### src/rtl/column_win_scanner.sv
// Connect-four style vertical win scanner: drops one piece per accepted move,
// then walks down the column one cell per cycle to measure the same-player run.
module column_win_scanner #(
   parameter int unsigned ROWS    = 6,
   parameter int unsigned COLS    = 7,
   parameter int unsigned WIN_LEN = 4,
   parameter int unsigned COL_W   = 3,
   parameter int unsigned ROW_W   = 3
) (
   input  logic             clk,
   input  logic             resetn,
   input  logic             clear,
   input  logic             move_valid,
   input  logic [COL_W-1:0] move_col,
   input  logic             move_player,
   output logic             move_ready,
   output logic             result_valid,
   output logic             wongame,
   output logic             illegal,
   output logic             draw,
   output logic [ROW_W-1:0] drop_row,
   output logic [ROW_W-1:0] run_len
);

   localparam int unsigned CELLS = ROWS * COLS;
   localparam int unsigned CNT_W = $clog2(CELLS + 1);

   localparam logic [1:0] S_IDLE   = 2'd0;
   localparam logic [1:0] S_PLACE  = 2'd1;
   localparam logic [1:0] S_SCAN   = 2'd2;
   localparam logic [1:0] S_REPORT = 2'd3;

   logic [1:0]       state_q, state_d;
   logic [ROWS-1:0]  occ_q [COLS];
   logic [ROWS-1:0]  ply_q [COLS];
   logic [COL_W-1:0] col_q;
   logic             player_q;
   logic [ROW_W-1:0] count_q, count_d, count_inc;
   logic [ROW_W-1:0] ptr_q, ptr_d;
   logic [ROW_W-1:0] row_q, row_d;
   logic [CNT_W-1:0] filled_q, filled_d;
   logic             over_q, over_d;
   logic             bad_q, bad_d;
   logic             alive_q;
   logic             wr_en, accept;
   logic             rv_d, won_d, ill_d, draw_d;
   logic [ROW_W-1:0] drop_d, run_d;

   logic             col_ok, col_full, found, cell_occ, cell_ply;
   logic [ROWS-1:0]  col_occ, col_ply;
   logic [ROW_W-1:0] free_row;

   // alive_q keeps move_ready low while reset is asserted
   assign move_ready = alive_q && (state_q == S_IDLE) && !clear;
   assign accept     = move_valid && move_ready;

   // Column, landing row and scanned-cell lookup for the captured move
   always_comb begin
      col_ok   = 1'b0;
      col_occ  = '0;
      col_ply  = '0;
      found    = 1'b0;
      free_row = '0;
      cell_occ = 1'b0;
      cell_ply = 1'b0;
      for (int unsigned c = 0; c < COLS; c++) begin
         if (col_q == COL_W'(c)) begin
            col_ok  = 1'b1;
            col_occ = occ_q[c];
            col_ply = ply_q[c];
         end
      end
      for (int unsigned r = 0; r < ROWS; r++) begin
         if (!found && !col_occ[r]) begin
            found    = 1'b1;
            free_row = ROW_W'(r);
         end
         if (ptr_q == ROW_W'(r)) begin
            cell_occ = col_occ[r];
            cell_ply = col_ply[r];
         end
      end
      col_full  = &col_occ;
      count_inc = count_q + ROW_W'(1);
   end

   // Next-state and next-output logic
   always_comb begin
      state_d  = state_q;
      count_d  = count_q;
      ptr_d    = ptr_q;
      row_d    = row_q;
      filled_d = filled_q;
      over_d   = over_q;
      bad_d    = bad_q;
      wr_en    = 1'b0;
      rv_d     = 1'b0;
      won_d    = wongame;
      ill_d    = illegal;
      draw_d   = draw;
      drop_d   = drop_row;
      run_d    = run_len;
      case (state_q)
         S_IDLE: begin
            if (accept) state_d = S_PLACE;
         end
         S_PLACE: begin
            if (!col_ok || col_full || over_q) begin
               bad_d   = 1'b1;
               count_d = '0;
               row_d   = '0;
               state_d = S_REPORT;
            end else begin
               bad_d    = 1'b0;
               wr_en    = 1'b1;
               row_d    = free_row;
               count_d  = ROW_W'(1);
               filled_d = filled_q + CNT_W'(1);
               if (free_row == '0) begin
                  state_d = S_REPORT;
               end else begin
                  ptr_d   = free_row - ROW_W'(1);
                  state_d = S_SCAN;
               end
            end
         end
         S_SCAN: begin
            // pieces are contiguous, so a mismatch ends the run
            if (cell_occ && (cell_ply == player_q)) begin
               count_d = count_inc;
               if ((count_inc == ROW_W'(WIN_LEN)) || (ptr_q == '0)) state_d = S_REPORT;
               else ptr_d = ptr_q - ROW_W'(1);
            end else begin
               state_d = S_REPORT;
            end
         end
         default: begin
            rv_d    = 1'b1;
            won_d   = (count_q == ROW_W'(WIN_LEN));
            ill_d   = bad_q;
            draw_d  = (filled_q == CNT_W'(CELLS)) && !won_d;
            drop_d  = row_q;
            run_d   = count_q;
            if (won_d || draw_d) over_d = 1'b1;
            state_d = S_IDLE;
         end
      endcase
   end

   // State, board and registered outputs; clear overrides everything but reset
   always_ff @(posedge clk or negedge resetn) begin
      if (!resetn) begin
         state_q      <= S_IDLE;
         alive_q      <= 1'b0;
         col_q        <= '0;
         player_q     <= 1'b0;
         count_q      <= '0;
         ptr_q        <= '0;
         row_q        <= '0;
         filled_q     <= '0;
         over_q       <= 1'b0;
         bad_q        <= 1'b0;
         result_valid <= 1'b0;
         wongame      <= 1'b0;
         illegal      <= 1'b0;
         draw         <= 1'b0;
         drop_row     <= '0;
         run_len      <= '0;
         for (int unsigned c = 0; c < COLS; c++) begin
            occ_q[c] <= '0;
            ply_q[c] <= '0;
         end
      end else begin
         alive_q <= 1'b1;
         if (clear) begin
            state_q      <= S_IDLE;
            count_q      <= '0;
            ptr_q        <= '0;
            row_q        <= '0;
            filled_q     <= '0;
            over_q       <= 1'b0;
            bad_q        <= 1'b0;
            result_valid <= 1'b0;
            wongame      <= 1'b0;
            illegal      <= 1'b0;
            draw         <= 1'b0;
            drop_row     <= '0;
            run_len      <= '0;
            for (int unsigned c = 0; c < COLS; c++) begin
               occ_q[c] <= '0;
               ply_q[c] <= '0;
            end
         end else begin
            state_q      <= state_d;
            count_q      <= count_d;
            ptr_q        <= ptr_d;
            row_q        <= row_d;
            filled_q     <= filled_d;
            over_q       <= over_d;
            bad_q        <= bad_d;
            result_valid <= rv_d;
            wongame      <= won_d;
            illegal      <= ill_d;
            draw         <= draw_d;
            drop_row     <= drop_d;
            run_len      <= run_d;
            if (accept) begin
               col_q    <= move_col;
               player_q <= move_player;
            end
            if (wr_en) begin
               for (int unsigned c = 0; c < COLS; c++) begin
                  for (int unsigned r = 0; r < ROWS; r++) begin
                     if ((col_q == COL_W'(c)) && (free_row == ROW_W'(r))) begin
                        occ_q[c][r] <= 1'b1;
                        ply_q[c][r] <= player_q;
                     end
                  end
               end
            end
         end
      end
   end

endmodule

### config.mk
export PLATFORM = sky130hd
export DESIGN_NAME = column_win_scanner
export DESIGN_NICKNAME = d
export VERILOG_FILES = /design/src/rtl/column_win_scanner.sv
export SDC_FILE = /design/constraint.sdc
export NUM_CORES = 1
export LEC_CHECK = 0
export BUFFER_PORTS_ARGS = -buffer_cell sky130_fd_sc_hd__buf_2
export CORE_UTILIZATION = 55
export DETAILED_ROUTE_END_ITERATION = 8
export PLACE_DENSITY = 0.75
export SYNTH_ARGS = -nofsm -noshare
export SYNTH_HDL_FRONTEND = slang
export SYNTH_SLANG_ARGS = --single-unit
### constraint.sdc
create_clock -name clk -period 6.5 [get_ports clk]
set_input_delay 0.65 -clock clk [delete_from_list [all_inputs] [get_ports clk]]
set_output_delay 0.65 -clock clk [all_outputs]
set_load 0.01 [all_outputs]
### After elaboration in Yosys (flattened, before gate mapping)

Cells that the tools add are included.

* $add $sub $neg: 4
* equal/unequal tests: 30
* muxes and demuxes: 174
* bitwise operators: 1
* reduce and logical (&&, ||, !) cells: 168

Operator list (number)
* 2-to-1 mux 42 bit: 4
* 2-to-1 mux 1 bit: 128
* 2-to-1 mux 6 bit: 17
* AND reduction 2 bit: 47
* nonzero test 2 bit: 45
* 2-to-1 mux 3 bit: 18
* logical AND 1 bit: 52
* == test 3 bit, second input constant: 9
* == test 3 x 2 -> 1 bit, second input constant: 6
* != test 3 bit, second input constant: 5
* zero test 1 bit: 12
* one-hot mux 3 bit (2 select lines): 2
* == test 3 x 1 -> 1 bit, second input constant: 3
* zero test 3 bit: 3
* 2-to-1 mux 2 bit: 4
* adder 6 x 1 -> 6 bit, second input constant: 1
* == test 6 bit, second input constant: 1
* one-hot mux 2 bit (3 select lines): 1
* AND reduction 6 bit: 1
* subtractor 3 x 1 -> 3 bit, second input constant: 2
* AND reduction 5 bit: 1
* logical OR 1 bit: 4
* != test 4 bit, second input constant: 1
* adder 3 x 1 -> 3 bit, second input constant: 1
* 9 further kinds: 9

* register bits: 118
* input port bits: 8

### Logic depth before layout (Yosys ltp)

* depth after elaboration: 28
* gate-level depth with buffers: 18
* gate-level depth less buffers: 14

### Worst setup path after synthesis

Ideal clock, no wire load.

* kind: reg2reg
* start: reg col_q[1]
* end: reg ptr_q[0]
* data arrival time: 3382 ps
* data required time: 6376 ps
* path slack: 2995 ps
* stages on the path, launching flop included: 19
* path buffers: 4
* clock period less this slack: 3505 ps
* path through: dfrtp_1 -> buf_6 -> buf_6 -> buf_6 -> buf_2 -> nand4b_1 -> o21ai_1 -> a211oi_1 -> o21bai_1 -> a211oi_1 -> inv_1 -> ha_1 -> nand2b_1 -> a21oi_1 -> o41ai_1 -> o311ai_1 -> o21ai_1 -> and3_1 -> a211o_1

* cells in the longest elaborated chain, start to end: 28
* elaborated cells between the ends (all ways): 80

Ends and longest elaborated chain
* from (decl): RTL line 36 `logic [COL_W-1:0] col_q;`
* from (signal assigned): RTL line 208 `col_q <= move_col;`
* zero test 3 bit: RTL line 67 `if (col_q == COL_W'(c)) begin`
* 2-to-1 mux 6 bit (7 in series): RTL line 67
* zero test 1 bit: RTL line 74 `if (!found && !col_occ[r]) begin`
* logical AND 1 bit: RTL line 74
* 2-to-1 mux 1 bit: RTL line 74
* zero test 1 bit: RTL line 74
* logical AND 1 bit: RTL line 74
* 2-to-1 mux 1 bit: RTL line 74
* (+6 left out)
* zero test 1 bit: RTL line 74
* logical AND 1 bit: RTL line 74
* 2-to-1 mux 3 bit: RTL line 74
* subtractor 3 x 1 -> 3 bit: RTL line 122 `ptr_d = free_row - ROW_W'(1);`
* 2-to-1 mux 3 bit: RTL line 119 `if (free_row == '0) begin`
* 2-to-1 mux 3 bit: RTL line 108 `if (!col_ok || col_full || over_q) begin`
* one-hot mux 3 bit (2 select lines): RTL line 103 `case (state_q)`
* 2-to-1 mux 3 bit: RTL line 175 `if (clear) begin`
* to (signal assigned): RTL line 196 `ptr_q <= ptr_d;`
* to (decl): RTL line 39 `logic [ROW_W-1:0] ptr_q, ptr_d;`

Several ways; a longest one is shown, not always the timed one. The select of a mux whose other input is x is not followed.
A chain may end at the register's enable or synchronous reset.

### Final worst setup path

* start: reg col_q[2]
* end: reg ply_q[35] (netlist name)

* cells in the longest elaborated chain, start to end: 27
* elaborated cells between the ends (all ways): 56

Ends and longest elaborated chain
* zero test 3 bit: RTL line 67
* 2-to-1 mux 6 bit (7 in series): RTL line 67
* zero test 1 bit: RTL line 74
* logical AND 1 bit: RTL line 74
* 2-to-1 mux 1 bit: RTL line 74
* zero test 1 bit: RTL line 74
* logical AND 1 bit: RTL line 74
* 2-to-1 mux 1 bit: RTL line 74
* (+5 left out)
* 2-to-1 mux 1 bit: RTL line 74
* zero test 1 bit: RTL line 74
* logical AND 1 bit: RTL line 74
* 2-to-1 mux 3 bit: RTL line 74
* == test 3 bit: RTL line 214 `if ((col_q == COL_W'(c)) && (free_row == ROW_W'(r))) begin`
* logical AND 1 bit: RTL line 214
* nonzero test 2 bit (no source line)
* AND reduction 2 bit (no source line) (*)
* to (signal, indexed assignment): RTL line 216 `ply_q[c][r] <= player_q;`
* to (decl): RTL line 35 `logic [ROWS-1:0] ply_q [COLS];`

Mark *: on every way between the ends. The rest lies on a longest branch, timed or not.

==> results.md <==
* Synthesis Warnings at 0
* Bufs on Longest Clock Path at 2
* Slew Limit Fails at 0
* Post-CTS setup buffers at 0
* Global Route Usage Sum at 0.287
* Area added between synthesis and finish at 10.8%
* Critical-path cell list: buf_4 > inv_1 > a221o_1 > a22oi_2 > nor2_1 > a211oi_1 > ha_1 > inv_1 > or4_1 > nor2_1 > mux2i_1 > nor2_1
* Post-synth EDFFs at 0
* Die Ht at 110 µm
* Setup WS pre-CTS at 2140 ps
* CP max stage cell: or4_1
* Gr ovfl total at 0
* Commonest non-fill, non-tap cell in the layout: dfrtp_1
* Seq/Total Area, Yosys at 0.460
* Leakage at 3.31 nW
* Required time worst endpoint at 6760 ps
* Largest net degree at the start of global routing at 103
* Total iterations of the first detailed-routing run at 5
* Layout net count at 690
* Max Clock Skew at 7.85 ps
* CTS tree: built
* Reg2reg start: col_q[2]
* Syn Std Cell Area at 6420 µm²
* Initial Utilization at 0.562
* Rows at 39
* Netlist cell types at 72
* RD Place Congestion at 0.959
* Core ar. at 11,400 µm²
* Initial DRC Count at 638
* Critical Path Start Type: flop
* Drc violations at 0
* Root buffer cell: clkbuf_16
* Setup Viol. Count Final at 0
* Pwr dens at 384 nW/µm²
* Placed Area at 6540 µm²
* Max transition margin at 0.256
* Vias in the first global route at 4,785
* Max cap viols at 0
* Routed Wire Length at 15.9 mm
* Final setup TNS at 0 ps
* Design area at 7110 µm²
* Synthesized net count at 686
* # hold bufs at CTS at 0
* Achievable frequency at 0.225 GHz
* Via/cell ratio at 6.15
* Design Power at 2.73 mW
* Post-detail-place hpwl at 10.6 mm
* CP Class: flop to flop
* Most frequent cells in the layout: dfrtp_1 (117), nor2_1 (112), mux2i_1 (65)
* Minimum clock period at 4450 ps
* Wire per inst at 19.4 µm
* Worst Path Arrival at 4710 ps
* IO Pins at 19
* Peak supply drop at 0.000278 V
* Post-Syn Area per Cell at 9.74 µm²
* Post-CTS sizing at 0
* Worst-path fanout max at 34
* Clock sink count at 118
* Clock Latency Late Sink at 420 ps
* R2R setup slack at 2050 ps
* Die W at 110 µm
* Outcome: finished clean
* Initial antenna violation count at 0
* Worst hold path class: input port to asynchronous set/reset pin
* CP Capture Type: flop
* Die area at 12,100 µm²
* Ant diodes at 0
* Worst slew pin tran at 1110 ps
* Post-synthesis register bit count at 118
* Most frequent CP cell: nor2_1
* Placed Cells at 787
* Unrepaired setup endpoints after global routing: false
* CP max stage delay at 740 ps
* Final hold vios at 0
* Critical R2R Capture: ply_q[35]
* First-pass GRT wire length at 25.7 mm
* Cells on worst reg2reg path at 12
* Worst-path clk slew at 50 ps
* Cells after synthesis at 659
* Non-Filler Instances at 818
* Vias at 5,032
* Port bufs at 18
* H-Tree Depth at 4
* Tightest hold margin at 205 ps
* FFs w/ async S/R, synth at 1.00
* Period utilization at 0.685
* CTS buffer count at 17
* Post-layout util at 0.623
* Antenna Nets Post-Route at 0
* Share of cells above drive strength 1 at 0.129
* Setup ws final at 2050 ps
* Ys flop type: dfrtp_1
[how the worst max path moves through the flow]
stage	start	to	slack (ps)	cells after the start
6_report	col_q[2]	ply_q[35]	2050	12
5_1_grt	col_q[2]	ptr_q[0]	1630	15
4_1_cts	col_q[2]	ply_q[29]	2090	12
3_5_place_dp	col_q[2]	ply_q[29]	2140	12
3_3_place_gp	col_q[2]	ply_q[41]	2260	12
2_1_floorplan	col_q[1]	ptr_q[0]	2990	18
[cells in the mapped netlist, drive strengths merged (2+ instances only)]
master,count,area share
a2111oi,2,0.0027
a211oi,5,0.0058
a21boi,3,0.0041
a21oi,44,0.034
a221o,3,0.0047
a221oi,5,0.0068
a22oi,4,0.0062
a31oi,2,0.0019
a32oi,2,0.0039
and2,2,0.0019
and3,6,0.0058
buf,19,0.021
clkbuf,23,0.013
dfrtp,118,0.46
ha,19,0.037
inv,22,0.013
mux2,14,0.025
mux2i,65,0.10
nand2,55,0.032
nand2b,12,0.012
nand3,5,0.0039
nand3b,4,0.0047
nand4,5,0.0049
nand4b,2,0.0027
nor2,112,0.065
nor2b,8,0.0078
nor3,13,0.012
nor3b,6,0.0096
nor4,5,0.0082
o2111ai,4,0.0055
o21a,11,0.013
o21ai,16,0.013
o221ai,5,0.0078
o2bb2ai,5,0.0068
o31a,2,0.0027
or2,4,0.0039
or4,4,0.0053
xnor2,3,0.0041
xor2,5,0.0068
[critical path: cells and delay by family (launching register included)]
family,cells,cell delay (ps)
AOI/OAI and AO/OA,3,1310
adders and majority gates,1,260
buffers and inverters,3,680
DFF,1,690
muxes,1,210
and+or+nand+nor,4,1130
[final cells by class]
type	instances	area, µm²
clock buffers	22	464
multi-input cells	476	3160
inverters	23	86.3
repair buffers	27	163
flip-flops and latches	118	2950
well taps	143	179
clock inverters	9	103
fillers	962	4310
[state kept, by name, summed over array words and instances, names as in the netlist]
name / cells
result_valid: 1
over_q: 1
bad_q: 1
occ_q: 42
ply_q: 42
draw: 1
ptr_q: 3
player_q: 1
count_q: 3
row_q: 3
run_len: 3
alive_q: 1
state_q: 2
wongame: 1
illegal: 1
col_q: 3
drop_row: 3
filled_q: 6
[routing by layer]
metal	routed length [µm]	GRT usage	share of wire	vias to the layer above
met2	7230	0.430	0.46	204
met1	7110	0.392	0.45	2464
li1	-	-	-	2316
met4	537	0.138	0.034	0
met3	978	0.0658	0.062	48
met5	0	0	0	-
[cells by family after synthesis]
family                     Yosys count  synth area share
and+or+nand+nor                    245             0.183
AOI/OAI and AO/OA                  124             0.134
DFF                                118             0.460
muxes                               79             0.126
buffers and inverters               65            0.0481
adders and majority gates           19            0.0370
xor gates and xnor gates             8            0.0109
other                                1          0.000584
[power breakdown]
part | total (mW) | internal (mW) | switching, mW
clock | 0.905 | 0.578 | 0.327
combinational | 0.937 | 0.330 | 0.607
sequential | 0.891 | 0.784 | 0.107
Note: power is estimated with default switching activity, not from simulation.
